$ cat src/rtl/regfile_write_arbiter_if.sv
// Request/response bundle between the two writeback sources and the regfile
// write-port arbiter, including the registered write port and debug outputs.
interface regfile_write_arbiter_if #(
  parameter int DATA_W = 64,
  parameter int ADDR_W = 5
);
  logic              a_valid;
  logic              a_ready;
  logic [ADDR_W-1:0] a_addr;
  logic [DATA_W-1:0] a_data;
  logic              b_valid;
  logic              b_ready;
  logic [ADDR_W-1:0] b_addr;
  logic [DATA_W-1:0] b_data;
  logic              wr_en;
  logic [ADDR_W-1:0] wr_addr;
  logic [DATA_W-1:0] wr_data;
  logic              b_forced;
  logic [3:0]        wait_cnt;

  modport master (
    output a_valid, a_addr, a_data, b_valid, b_addr, b_data,
    input  a_ready, b_ready, wr_en, wr_addr, wr_data, b_forced, wait_cnt
  );

  modport slave (
    input  a_valid, a_addr, a_data, b_valid, b_addr, b_data,
    output a_ready, b_ready, wr_en, wr_addr, wr_data, b_forced, wait_cnt
  );
endinterface

$ cat src/rtl/regfile_write_arbiter.sv
// Fixed-priority (A over B) arbiter for the single regfile write port, with a
// starvation counter that forces a B grant after MAX_WAIT lost contentions.
module regfile_write_arbiter #(
  parameter int DATA_W   = 64,
  parameter int ADDR_W   = 5,
  parameter int MAX_WAIT = 3,
  parameter int ZERO_REG = 31
) (
  input  logic                   clk,
  input  logic                   reset,
  regfile_write_arbiter_if.slave bus
);

  localparam logic [3:0]        CNT_MAX   = 4'(MAX_WAIT);
  localparam logic [ADDR_W-1:0] ZERO_ADDR = ADDR_W'(ZERO_REG);

  typedef enum logic [1:0] {
    GNT_NONE     = 2'd0,
    GNT_A        = 2'd1,
    GNT_B        = 2'd2,
    GNT_B_FORCED = 2'd3
  } grant_e;

  grant_e            grant_s;
  logic [3:0]        wait_cnt_q, wait_cnt_d;
  logic              wr_en_q, wr_en_d;
  logic [ADDR_W-1:0] wr_addr_q, wr_addr_d;
  logic [DATA_W-1:0] wr_data_q, wr_data_d;
  logic              b_forced_q, b_forced_d;

  // Grant decision and starvation-counter next state.
  always_comb begin
    grant_s    = GNT_NONE;
    wait_cnt_d = wait_cnt_q;
    if (reset) begin
      grant_s    = GNT_NONE;
      wait_cnt_d = 4'd0;
    end else begin
      case ({bus.a_valid, bus.b_valid})
        2'b10: grant_s = GNT_A;
        2'b01: begin
          grant_s    = GNT_B;
          wait_cnt_d = 4'd0;
        end
        2'b11: begin
          if (wait_cnt_q >= CNT_MAX) begin
            grant_s    = GNT_B_FORCED;
            wait_cnt_d = 4'd0;
          end else begin
            grant_s    = GNT_A;
            wait_cnt_d = wait_cnt_q + 4'd1;
          end
        end
        default: grant_s = GNT_NONE;
      endcase
    end
  end

  assign bus.a_ready = (grant_s == GNT_A);
  assign bus.b_ready = (grant_s == GNT_B) || (grant_s == GNT_B_FORCED);

  // Next write-port values; XZR writes are accepted but never enabled.
  always_comb begin
    wr_en_d    = 1'b0;
    wr_addr_d  = wr_addr_q;
    wr_data_d  = wr_data_q;
    b_forced_d = 1'b0;
    case (grant_s)
      GNT_A: begin
        wr_en_d   = (bus.a_addr != ZERO_ADDR);
        wr_addr_d = bus.a_addr;
        wr_data_d = bus.a_data;
      end
      GNT_B, GNT_B_FORCED: begin
        wr_en_d    = (bus.b_addr != ZERO_ADDR);
        wr_addr_d  = bus.b_addr;
        wr_data_d  = bus.b_data;
        b_forced_d = (grant_s == GNT_B_FORCED);
      end
      default: begin
        wr_en_d    = 1'b0;
        b_forced_d = 1'b0;
      end
    endcase
  end

  // State and output registers.
  always_ff @(posedge clk) begin
    if (reset) begin
      wait_cnt_q <= 4'd0;
      wr_en_q    <= 1'b0;
      wr_addr_q  <= '0;
      wr_data_q  <= '0;
      b_forced_q <= 1'b0;
    end else begin
      wait_cnt_q <= wait_cnt_d;
      wr_en_q    <= wr_en_d;
      wr_addr_q  <= wr_addr_d;
      wr_data_q  <= wr_data_d;
      b_forced_q <= b_forced_d;
    end
  end

  assign bus.wr_en    = wr_en_q;
  assign bus.wr_addr  = wr_addr_q;
  assign bus.wr_data  = wr_data_q;
  assign bus.b_forced = b_forced_q;
  assign bus.wait_cnt = wait_cnt_q;

endmodule

$ cat src/flat_wrapper.sv
// flat-port wrapper written by rule: the top's interface ports become plain ports
module regfile_write_arbiter_flat 
#(
  parameter int DATA_W   = 64,
  parameter int ADDR_W   = 5,
  parameter int MAX_WAIT = 3,
  parameter int ZERO_REG = 31
)
  (clk, reset, bus_a_valid, bus_a_addr, bus_a_data, bus_b_valid, bus_b_addr, bus_b_data, bus_a_ready, bus_b_ready, bus_wr_en, bus_wr_addr, bus_wr_data, bus_b_forced, bus_wait_cnt);
  regfile_write_arbiter_if #(.DATA_W(DATA_W), .ADDR_W(ADDR_W)) bus_i ();
  input  logic clk;
  input  logic reset;
  input wire logic [$bits(bus_i.a_valid)-1:0] bus_a_valid;
  input wire logic [$bits(bus_i.a_addr)-1:0] bus_a_addr;
  input wire logic [$bits(bus_i.a_data)-1:0] bus_a_data;
  input wire logic [$bits(bus_i.b_valid)-1:0] bus_b_valid;
  input wire logic [$bits(bus_i.b_addr)-1:0] bus_b_addr;
  input wire logic [$bits(bus_i.b_data)-1:0] bus_b_data;
  output wire logic [$bits(bus_i.a_ready)-1:0] bus_a_ready;
  output wire logic [$bits(bus_i.b_ready)-1:0] bus_b_ready;
  output wire logic [$bits(bus_i.wr_en)-1:0] bus_wr_en;
  output wire logic [$bits(bus_i.wr_addr)-1:0] bus_wr_addr;
  output wire logic [$bits(bus_i.wr_data)-1:0] bus_wr_data;
  output wire logic [$bits(bus_i.b_forced)-1:0] bus_b_forced;
  output wire logic [$bits(bus_i.wait_cnt)-1:0] bus_wait_cnt;
  assign bus_i.a_valid = bus_a_valid;
  assign bus_i.a_addr = bus_a_addr;
  assign bus_i.a_data = bus_a_data;
  assign bus_i.b_valid = bus_b_valid;
  assign bus_i.b_addr = bus_b_addr;
  assign bus_i.b_data = bus_b_data;
  assign bus_a_ready = bus_i.a_ready;
  assign bus_b_ready = bus_i.b_ready;
  assign bus_wr_en = bus_i.wr_en;
  assign bus_wr_addr = bus_i.wr_addr;
  assign bus_wr_data = bus_i.wr_data;
  assign bus_b_forced = bus_i.b_forced;
  assign bus_wait_cnt = bus_i.wait_cnt;
  regfile_write_arbiter #(.DATA_W(DATA_W), .ADDR_W(ADDR_W), .MAX_WAIT(MAX_WAIT), .ZERO_REG(ZERO_REG)) u_core (.clk(clk), .reset(reset), .bus(bus_i));
endmodule
$ cat config.mk
export PLATFORM = sky130hd
export DESIGN_NAME = regfile_write_arbiter_flat
export DESIGN_NICKNAME = d
export VERILOG_FILES = /design/src/rtl/regfile_write_arbiter_if.sv /design/src/rtl/regfile_write_arbiter.sv /design/src/flat_wrapper.sv
export SDC_FILE = /design/constraint.sdc
export NUM_CORES = 1
export LEC_CHECK = 0
export ABC_AREA = 1
export CAP_MARGIN = 5
export CORE_MARGIN = 8
export CORE_UTILIZATION = 39
export CTS_BUF_LIST = sky130_fd_sc_hd__clkbuf_4 sky130_fd_sc_hd__clkbuf_8
export DETAILED_ROUTE_END_ITERATION = 10
export GPL_TIMING_DRIVEN = 0
export MAX_ROUTING_LAYER = met4
export PLACE_DENSITY = 0.83
export REMOVE_ABC_BUFFERS = 1
export SLEW_MARGIN = 15
export SYNTH_ARGS = -nofsm -noshare
export SYNTH_HDL_FRONTEND = slang
export SYNTH_SLANG_ARGS = --single-unit
$ cat constraint.sdc
create_clock -name clk -period 1.8 [get_ports clk]
set_input_delay 0.36 -clock clk [delete_from_list [all_inputs] [get_ports clk]]
set_output_delay 0.36 -clock clk [all_outputs]
set_load 0.05 [all_outputs]
==> impl_metrics.csv, run 1 <==
group,metric,value,unit
status,status,"finished with violations",
status,violations,"negative setup slack",
synthesis,synth_area,3630,um2
synthesis,synthAdderAreaFrac,0.00345,
sta,worst_pin_slew,0.558,ns
sta,max_freq,0.527,GHz
synthesis,ys_warn_count,0,
clock_network,insertion_delay,0.33,ns
critical_path,r2r_cells,10,
global_routing,grt_pass1_wl,24.5,mm
floorplan,start_util,0.397,
critical_path,path_class,"reg -> out",
drt,ant_nets,0,
sta,finalSetupViolCount,19,
final_layout,area_growth,71.6,%
floorplan,die_h,112,um
pwr,power.leakage,3.41,nW
drt,vias,4483,
sta,hold_slack,0.380,ns
floorplan,die_area,12700,um2
final_layout,nets,925,
drt,viasPerCell,5.00,
global_routing,grt_max_degree,39,
drt,wirelength,16.0,mm
global_routing,grt_util_all_layers,0.251,
synthesis,synth-seq-cells,75,
drt,drc,0,
sta,finalHoldViolCount,0,
global_routing,use_met1,0.260,
critical_path,cp-start-kind,"flip-flop",
floorplan,io_pins,219,
sta,final_max_slew_viol_count,0,
synthesis,yosys.area_share.simple,0.426,
critical_path,crit_fanout,5,
clock_network,cts_max_level,3,
min_path,whs_endpoint,"u_core.bus.b_forced",
critical_path,timing.rr.end,"u_core.bus.wr_data[15]",
sta,layout_setup_ws,-0.0985,ns
synthesis,synth_xor_area_frac,0,
placed_design,hpwlAfterDp,9.57,mm
final_layout,final.fill_count,793,
final_layout,drive_gt1_frac,0.0776,
final_layout,diodes,0,
synthesis,yosysSeqAreaShare,0.414,
final_layout,final_cell_mix,"nand2_1 (212), clkdlybuf4s50_1 (138), nand3_1 (127)",
synthesis,synthDistinctLibCells,26,
clock_network,clk_pin_slew,0.08,ns
pwr,p_per_area,694,nW/um2
sta,max_slew_margin,0.629,
floorplan,design.core.area,9150,um2
placed_design,portBuffers,218,
global_routing,antenna_found_initial,0,
critical_path,cp.required,1.44,ns
final_layout,utilization,0.681,
clock_network,cts_root_buffer,"clkbuf_8",
critical_path,r2r_start,"u_core.bus.wait_cnt[1]",
drt,wl_per_cell,17.8,um
global_routing,globalRouteMet2Util,0.436,
placed_design,gp_congestion,0.799,
synthesis,synth_top_family_by_area,"simple AND/OR/NAND/NOR gates",
sta,rsz0062_at_grt,"true",
drt,drt_iter0_drc,336,
final_layout,final_common_cell,"nand2_1",
critical_path,r2r_slack,-0.03,ns
global_routing,grt-busiest-layer,"met2",
floorplan,fp.dieW,112,um
sta,finalCritPeriodShare,1.05,
global_routing,overflow,0,
sta,period_minus_slack,1.90,ns
clock_network,clock_path_buffers,2,
global_routing,grt_use_met3,0.0730,
pwr,vdd.ir_drop.worst,0.387,mV
critical_path,cp.arrival,1.54,ns
synthesis,synth.avg_cell_area,6.46,um2
critical_path,worst_setup_path_end_kind,"output port",
clock_network,numCtsBuffers,9,
synthesis,syn_inst,562,
clock_network,clock-sinks,75,
clock_network,cts_tree,"yes",
synthesis,synth_compound_area_frac,0.0179,
clock_network,postCtsHoldBufs,0,
floorplan,fp-row-count,35,
synthesis,synthMuxAreaShare,0,
global_routing,grt_pass1_vias,4697,
min_path,hp-class,"in -> reg",
min_path,min_from,"bus_a_valid",
min_path,min_path_cells,3,
flow_run,cap_viol_max_count,0,
sta,fin_skew,0.0115,ns
drt,dr.pass1.iters,6,
-- synth_stat cells --
library cell	instances	area [um2]
nand4_1	4	25.0
o21ai_0	1	5.00
buf_2	10	50.1
or2_2	1	6.26
a21oi_1	2	10.0
nand3_4	1	17.5
nand3_1	127	636
buf_4	10	75.1
a22oi_1	1	7.51
ha_1	1	12.5
nand2_4	1	11.3
nor2_1	8	30.0
clkbuf_1	9	33.8
o21ai_1	1	5.00
nand2_2	1	6.26
nor2_4	1	11.3
nor2_2	1	6.26
inv_1	78	293
buf_6	1	11.3
dfxtp_1	75	1500
inv_4	1	6.26
inv_2	4	15.0
nand2_1	212	796
buf_1	6	22.5
o211ai_1	4	30.0
o21a_1	1	7.51
-- flip-flops by register name, indices dropped and copies added (netlist names) --
register,cells
u_core.bus.wait_cnt,4
u_core.bus.wr_data,64
u_core.bus.b_forced,1
u_core.bus.wr_addr,5
u_core.bus.wr_en,1
-- through the flow --
stage	area (um2)	setup TNS, ns	power (W)	setup WS (ns)	instances
final	6230	-0.520	0.00433	-0.0985	897
after global routing	6230	-5.38	0.00451	-0.165	897
after CTS	6200	-0.183	0.00433	-0.107	895
after detailed placement	5820	-164.14	0.00315	-3.18	857
after global placement	5760	-195.62	0.00311	-3.62	855
after floorplan	3440	-70.85	0.00252	-1.50	526
-- critical path, cell delays in order, from the launching register on --
cell     delay (ns)
dfxtp_4        0.36
ha_4           0.16
nor2_4         0.10
nand2_4        0.07
nand3_4        0.18
inv_16         0.05
nor2_4         0.11
buf_8          0.16
-- where the power goes --
| part | switching [W] | leakage [nW] | internal, W |
|---|---|---|---|
| clock | 0.000605 | 0.0928 | 0.000557 |
| sequential | 0.0000506 | 0.617 | 0.00176 |
| combinational | 0.000809 | 2.70 | 0.000544 |
| total | 0.00146 | 3.41 | 0.00286 |
-- kinds of logic (layout without fill, tap and decap cells) --
| family | after synthesis | in the layout |
|---|---|---|
| buffers and inverters | 119 | 339 |
| AND/OR/NAND/NOR | 357 | 361 |
| adder cells (fa/ha/maj) | 1 | 1 |
| flip-flops | 75 | 75 |
| AO/OA/AOI/OAI | 10 | 10 |
-- worst max-delay path by stage --
| stage | startpoint | end | cells past startpoint |
|---|---|---|---|
| 2_1_floorplan | reset | u_core.bus.wr_data[18] | 8 |
| 6_report | u_core.bus.wait_cnt[0] | bus_a_ready | 7 |
| 3_5_place_dp | reset | bus_b_ready | 5 |
| 4_1_cts | u_core.bus.wait_cnt[0] | bus_a_ready | 7 |
| 3_3_place_gp | reset | bus_b_ready | 5 |
| 5_1_grt | u_core.bus.wait_cnt[1] | bus_a_ready | 7 |
-- layout make-up --
| cell class | count | area (um2) | area share |
|---|---|---|---|
| well taps | 111 | 139 | 0.0223 |
| multi-input cells | 372 | 1710 | 0.275 |
| flip-flops and latches | 75 | 1510 | 0.242 |
| clock inverters | 3 | 15.0 | 0.00241 |
| repair buffers | 236 | 2290 | 0.367 |
| inverters | 83 | 357 | 0.0572 |
| repair inverters | 5 | 60.1 | 0.00964 |
| clock buffers | 12 | 153 | 0.0245 |
-- routing by layer --
metal | part of all wire | wire length (um) | vias up
met5 | 0 | 0 | -
li1 | - | - | 2187
met4 | 0.030 | 474 | 0
met1 | 0.39 | 6260 | 2021
met3 | 0.088 | 1410 | 43
met2 | 0.49 | 7860 | 232
-- timing repair --
action	4_1_cts	5_1_grt
gates cloned	9	1
pin swaps	5	1
resized for setup	124	6
setup buffers	14	1
setup endpoints to repair	148	68
Power figures use the tool's default switching activity.
==> run 2, diff against run 1 <==
--- a/config.mk
+++ b/config.mk
@@ -5,7 +5,6 @@
 export SDC_FILE = /design/constraint.sdc
 export NUM_CORES = 1
 export LEC_CHECK = 0
-export ABC_AREA = 1
 export CAP_MARGIN = 5
 export CORE_MARGIN = 8
 export CORE_UTILIZATION = 39
@@ -13,7 +12,7 @@
 export DETAILED_ROUTE_END_ITERATION = 10
 export GPL_TIMING_DRIVEN = 0
 export MAX_ROUTING_LAYER = met4
-export PLACE_DENSITY = 0.83
+export PLACE_DENSITY = 0.8
 export REMOVE_ABC_BUFFERS = 1
 export SLEW_MARGIN = 15
 export SYNTH_ARGS = -nofsm -noshare
==> impl_metrics.csv, run 2 <==
group,metric,value,unit
status,status,"finished with violations",
status,violations,"negative setup slack",
critical_path,crit_fanout,4,
sta,rsz0062_at_grt,"true",
sta,tns,-4.50,ns
clock_network,cts_max_level,3,
global_routing,overflow,0,
drt,dr.pass1.iters,4,
sta,max_slew_margin,0.545,
final_layout,final_common_cell,"clkdlybuf4s50_1",
sta,period_minus_slack,2.13,ns
final_layout,final.fill_count,777,
synthesis,yosysMostFrequentCell,"dfxtp_1",
critical_path,crit_family,"simple AND/OR/NAND/NOR gates",
floorplan,die_h,114,um
drt,wl_met3,906,um
placed_design,hpwlAfterDp,9.74,mm
drt,top_layer,"met4",
synthesis,synthFlopType,"dfxtp_1",
clock_network,clock_path_buffers,2,
sta,fin_skew,0.0125,ns
clock_network,clk_pin_slew,0.08,ns
placed_design,dp_slack,-1.64,ns
synthesis,synthDistinctLibCells,25,
floorplan,fp.dieW,114,um
clock_network,cts_tree,"yes",
critical_path,cp_cell_sequence,"ha_4, or4b_4, a21oi_2, buf_6",
global_routing,grt_max_degree,44,
synthesis,yosys.area.top_type,"dfxtp_1",
synthesis,synth.avg_cell_area,10.9,um2
sta,max_freq,0.470,GHz
drt,wl_met2,7.37,mm
global_routing,grt_util_all_layers,0.211,
drt,vias,3628,
drt,wl_met1,5.76,mm
synthesis,synth_top_area_share,0.400,
clock_network,insertion_delay,0.34,ns
final_layout,nets,697,
drt,wirelength,14.4,mm
floorplan,start_util,0.393,
floorplan,die_area,13000,um2
final_layout,largest_register_ffs,64,
floorplan,io_pins,219,
final_layout,ff_latch_area,1510,um2
critical_path,path_class,"reg -> out",
pwr,vdd.ir_drop.worst,0.496,mV
pwr,power.leakage,2.84,nW
global_routing,grt_pass1_wl,20.9,mm
synthesis,syn_inst,343,
synthesis,ys_warn_count,0,
drt,wl_per_cell,20.9,um
synthesis,yosysSeqAreaShare,0.400,
clock_network,clock-sinks,75,
floorplan,fp-row-count,36,
critical_path,cpPeakStageDelay,0.55,ns
drt,drc,0,
min_path,hp-class,"in -> reg",
drt,ant_nets,0,
sta,worst_pin_slew,0.682,ns
pwr,p_per_area,731,nW/um2
synthesis,synth-seq-cells,75,
synthesis,synth_area,3750,um2
min_path,min_path_cells,2,
placed_design,portBuffers,218,
floorplan,design.core.area,9550,um2
critical_path,slowest_stage,"or4b_4",
clock_network,numCtsBuffers,9,
clock_network,cts_root_buffer,"clkbuf_8",
synthesis,synth-edff-count,0,
final_layout,multi_input_area,2220,um2
critical_path,path_depth,4,
final_layout,area_growth,74.7,%
critical_path,worst_setup_path_end_kind,"output port",
sta,finalHoldViolCount,0,
drt,drt_iter0_drc,159,
critical_path,cp.arrival,1.77,ns
critical_path,r2r_cells,5,
synthesis,yosys-top-cells-area,"dfxtp_1 (40%), o31ai_2 (23%), mux2i_1 (18%)",
final_layout,final_cell_mix,"clkdlybuf4s50_1 (138), dlygate4sd2_1 (75), dfxtp_1 (73)",
final_layout,drive_gt1_frac,0.224,
flow_run,cap_viol_max_count,0,
global_routing,antenna_found_initial,0,
synthesis,netlist_top_cells_count,"dfxtp_1 (75), nand3_1 (70), mux2i_1 (69), o31ai_2 (69), buf_1 (14)",
placed_design,gp_congestion,0.761,
drt,viasPerCell,5.25,
critical_path,cp-start-kind,"flip-flop",
final_layout,diodes,0,
sta,finalSetupViolCount,22,
global_routing,grt_pass1_vias,3805,
critical_path,cp.required,1.44,ns
synthesis,async_reset_ff_frac,0,
sta,finalCritPeriodShare,1.18,
critical_path,crit_buf_inv,1,
sta,layout_setup_ws,-0.329,ns
sta,final_max_slew_viol_count,0,
run 2: changes by cell type after synthesis, sizes merged, moves of 2 or more:
cell / previous run / this run
mux2i: 0 / 69
clkbuf: 9 / 13
o211ai: 4 / 0
nor2: 10 / 1
inv: 83 / 2
nor2b: 0 / 2
and3: 0 / 2
nand2b: 0 / 2
nand4: 4 / 0
o31ai: 0 / 69
nand2: 214 / 2
o21ai: 2 / 0
nand3: 128 / 70
nor3b: 0 / 2
run 2: stage by stage:
| stage | area (um2) | hold slack [ns] | total power, W | cells | utilization |
|---|---|---|---|---|---|
| after floorplan | 3540 | 0.429 | 0.00270 | 304 | - |
| after global placement | 5890 | 0.480 | 0.00346 | 655 | 0.617 |
| after detailed placement | 6060 | 0.489 | 0.00348 | 661 | 0.635 |
| after CTS | 6320 | 0.520 | 0.00478 | 687 | 0.662 |
| after global routing | 6560 | 0.437 | 0.00500 | 691 | 0.687 |
| final | 6560 | 0.442 | 0.00479 | 691 | 0.687 |
run 2: cell families after synthesis:
logic type / synth area share
multiplexers: 0.187
adder cells (fa/ha/maj): 0.00333
AND/OR/NAND/NOR: 0.116
flip-flops: 0.400
AO/OA/AOI/OAI: 0.236
buffers and inverters: 0.0580
run 2: layout make-up:
class	count	share of cell area
Clock buffer	13	0.0254
Clock inverter	2	0.00534
Inverter	2	0.00362
Multi-Input combinational cell	228	0.338
Sequential cell	75	0.230
Tap cell	133	0.0254
Timing Repair Buffer	237	0.370
Timing Repair inverter	1	0.00248
run 2: report_power, final:
part	switching (W)	internal [W]
clock network	0.000607	0.000740
registers	0.0000628	0.00179
logic	0.000928	0.000663
total	0.00160	0.00320
run 2: repair_timing:
item,4_1_cts,5_1_grt
pin swaps,26,5
gates resized for setup,105,29
hold buffers,0,0
setup buffers,9,3
endpoints found under the setup margin,149,71
gates cloned,2,3
run 2: layer usage:
metal / track usage / up-vias
met2: 0.364 / 148
li1: - / 1725
met1: 0.229 / 1726
met4: 0.0852 / 0
met3: 0.0491 / 29
met5: - / -
run 2: path summary, 6_finish.rpt:
check,startpoint,end,slack (ns)
hold reg to reg,u_core.bus.wait_cnt[3],u_core.bus.wait_cnt[3],0.57
setup / recovery,u_core.bus.wait_cnt[0],bus_a_ready,-0.33
setup reg to reg,u_core.bus.wait_cnt[0],u_core.bus.wr_data[51],-0.20
hold / removal,bus_b_valid,u_core.bus.wait_cnt[3],0.44
==> run 3, diff against run 2 <==
--- a/config.mk
+++ b/config.mk
@@ -11,7 +11,6 @@
 export CTS_BUF_LIST = sky130_fd_sc_hd__clkbuf_4 sky130_fd_sc_hd__clkbuf_8
 export DETAILED_ROUTE_END_ITERATION = 10
 export GPL_TIMING_DRIVEN = 0
-export MAX_ROUTING_LAYER = met4
 export PLACE_DENSITY = 0.8
 export REMOVE_ABC_BUFFERS = 1
 export SLEW_MARGIN = 15
==> impl_metrics.csv, run 3 (synthesis results as in run 2) <==
group,metric,value,unit
critical_path,crit_buf_inv,1,
final_layout,final_common_cell,"clkdlybuf4s50_1",
floorplan,design.core.area,9550,um2
sta,rsz0062_at_grt,"true",
drt,vias,3615,
critical_path,cp_cell_sequence,"ha_4, or4b_4, a21oi_2, buf_6",
global_routing,grt_pass1_wl,20.9,mm
sta,finalHoldViolCount,0,
critical_path,cpPeakStageDelay,0.55,ns
pwr,vdd.ir_drop.worst,0.495,mV
sta,hold_slack,0.423,ns
pwr,p_per_area,731,nW/um2
floorplan,die_h,114,um
status,violations,"negative setup slack",
critical_path,r2r_start,"u_core.bus.wait_cnt[0]",
sta,finalCritPeriodShare,1.18,
floorplan,start_util,0.393,
drt,wl_per_cell,20.8,um
final_layout,final.fill_count,779,
sta,period_minus_slack,2.13,ns
min_path,min_from,"bus_b_valid",
placed_design,hpwlAfterDp,9.74,mm
final_layout,stdcell_count,691,
pwr,power_switching,0.00160,W
critical_path,worst_setup_path_end_kind,"output port",
placed_design,portBuffers,218,
critical_path,cp.required,1.44,ns
critical_path,crit_fanout,4,
min_path,hp-class,"in -> reg",
critical_path,path_class,"reg -> out",
pwr,power,0.00479,W
drt,dr.pass1.iters,4,
drt,ant_nets,0,
critical_path,timing.rr.end,"u_core.bus.wr_data[35]",
pwr,sequentialPowerShare,0.387,
global_routing,grt_max_degree,44,
pwr,p_int,0.00319,W
critical_path,r2r_slack,-0.19,ns
global_routing,grt_pass1_vias,3803,
critical_path,cp.arrival,1.77,ns
sta,final_max_slew_viol_count,0,
clock_network,postCtsHoldBufs,0,
floorplan,fp.dieW,114,um
critical_path,r2r_cells,5,
clock_network,cts_tree,"yes",
pwr,combPwrFrac,0.331,
drt,viasPerCell,5.23,
sta,worst_pin_slew,0.678,ns
final_layout,utilization,0.686,
critical_path,crit_family,"simple AND/OR/NAND/NOR gates",
drt,drt_iter0_drc,191,
pwr,switching_share,0.333,
final_layout,nets,697,
pwr,clockPowerShare,0.281,
placed_design,dp_cells,661,
global_routing,antenna_found_initial,0,
final_layout,drive_gt1_frac,0.224,
critical_path,cp-start-kind,"flip-flop",
clock_network,insertion_delay,0.34,ns
pwr,power.leakage,2.84,nW
clock_network,clock_path_buffers,2,
sta,max_slew_margin,0.548,
sta,finalSetupViolCount,22,
final_layout,largest_register_ffs,64,
clock_network,clk_pin_slew,0.08,ns
sta,layout_setup_ws,-0.327,ns
global_routing,overflow,0,
global_routing,grt_util_all_layers,0.205,
sta,fin_skew,0.0122,ns
final_layout,final_cell_mix,"clkdlybuf4s50_1 (138), dlygate4sd2_1 (75), dfxtp_1 (73)",
placed_design,gp_congestion,0.751,
final_layout,diodes,0,
final_layout,area_growth,74.4,%
clock_network,numCtsBuffers,9,
min_path,whs_endpoint,"u_core.bus.wait_cnt[3]",
clock_network,cts_max_level,3,
floorplan,die_area,13000,um2
flow_run,cap_viol_max_count,0,
floorplan,fp-row-count,36,
drt,drc,0,
clock_network,clock-sinks,75,
clock_network,cts_root_buffer,"clkbuf_8",
status,status,"finished with violations",
drt,wirelength,14.4,mm
min_path,min_path_cells,2,
floorplan,io_pins,219,
critical_path,slowest_stage,"or4b_4",
sta,max_freq,0.470,GHz
[run 3: per-stage QoR]
stage | setup TNS, ns | worst slack (ns) | area, um2
floorplan | -191.02 | -2.73 | 3540
global placement | -655.23 | -9.89 | 5890
detailed placement | -62.23 | -1.64 | 6060
CTS | -5.58 | -0.391 | 6320
global route | -6.51 | -0.384 | 6550
finish | -4.36 | -0.327 | 6550
[run 3: layer usage]
layer | routed length, um | GRT usage | up-vias
li1 | - | - | 1723
met2 | 7360 | 0.364 | 156
met3 | 1120 | 0.0591 | 27
met5 | 0 | 0 | -
met4 | 403 | 0.0852 | 0
met1 | 5500 | 0.222 | 1709
[run 3: worst max path at each step]
stage                                 from          end  slack [ns]  depth (start not counted)
floorplan                            reset  bus_b_ready       -2.73                          3
global placement                     reset  bus_b_ready       -9.89                          5
detailed placement             bus_b_valid  bus_b_ready       -1.64                          5
CTS                 u_core.bus.wait_cnt[0]  bus_a_ready       -0.39                          4
global route        u_core.bus.wait_cnt[0]  bus_b_ready       -0.38                          5
finish              u_core.bus.wait_cnt[0]  bus_a_ready       -0.33                          4
[run 3: cell type report]
class,count,area [um2],share of cell area
sequential,75,1510,0.230
timing repair buffer,237,2430,0.370
inverter,2,23.8,0.00363
clock buffer,13,166,0.0254
tap,133,166,0.0254
multi-input combinational,228,2210,0.337
timing repair inverter,1,16.3,0.00248
clock inverter,2,35.0,0.00535
[run 3: power by group through the flow]
stage / Combinational (W) / Sequential, W / Clock [W]
after floorplan: 0.000342 / 0.00236 / 0
after global placement: 0.00157 / 0.00189 / 0
after detailed placement: 0.00159 / 0.00190 / 0
after CTS: 0.00153 / 0.00185 / 0.00139
after global routing: 0.00166 / 0.00187 / 0.00146
final: 0.00159 / 0.00186 / 0.00135
[run 3: what timing repair did]
action,CTS,global route
cloned,2,3
endpoints found under the setup margin,149,71
pin swaps,26,6
resized for setup,105,28
setup buffers,9,3
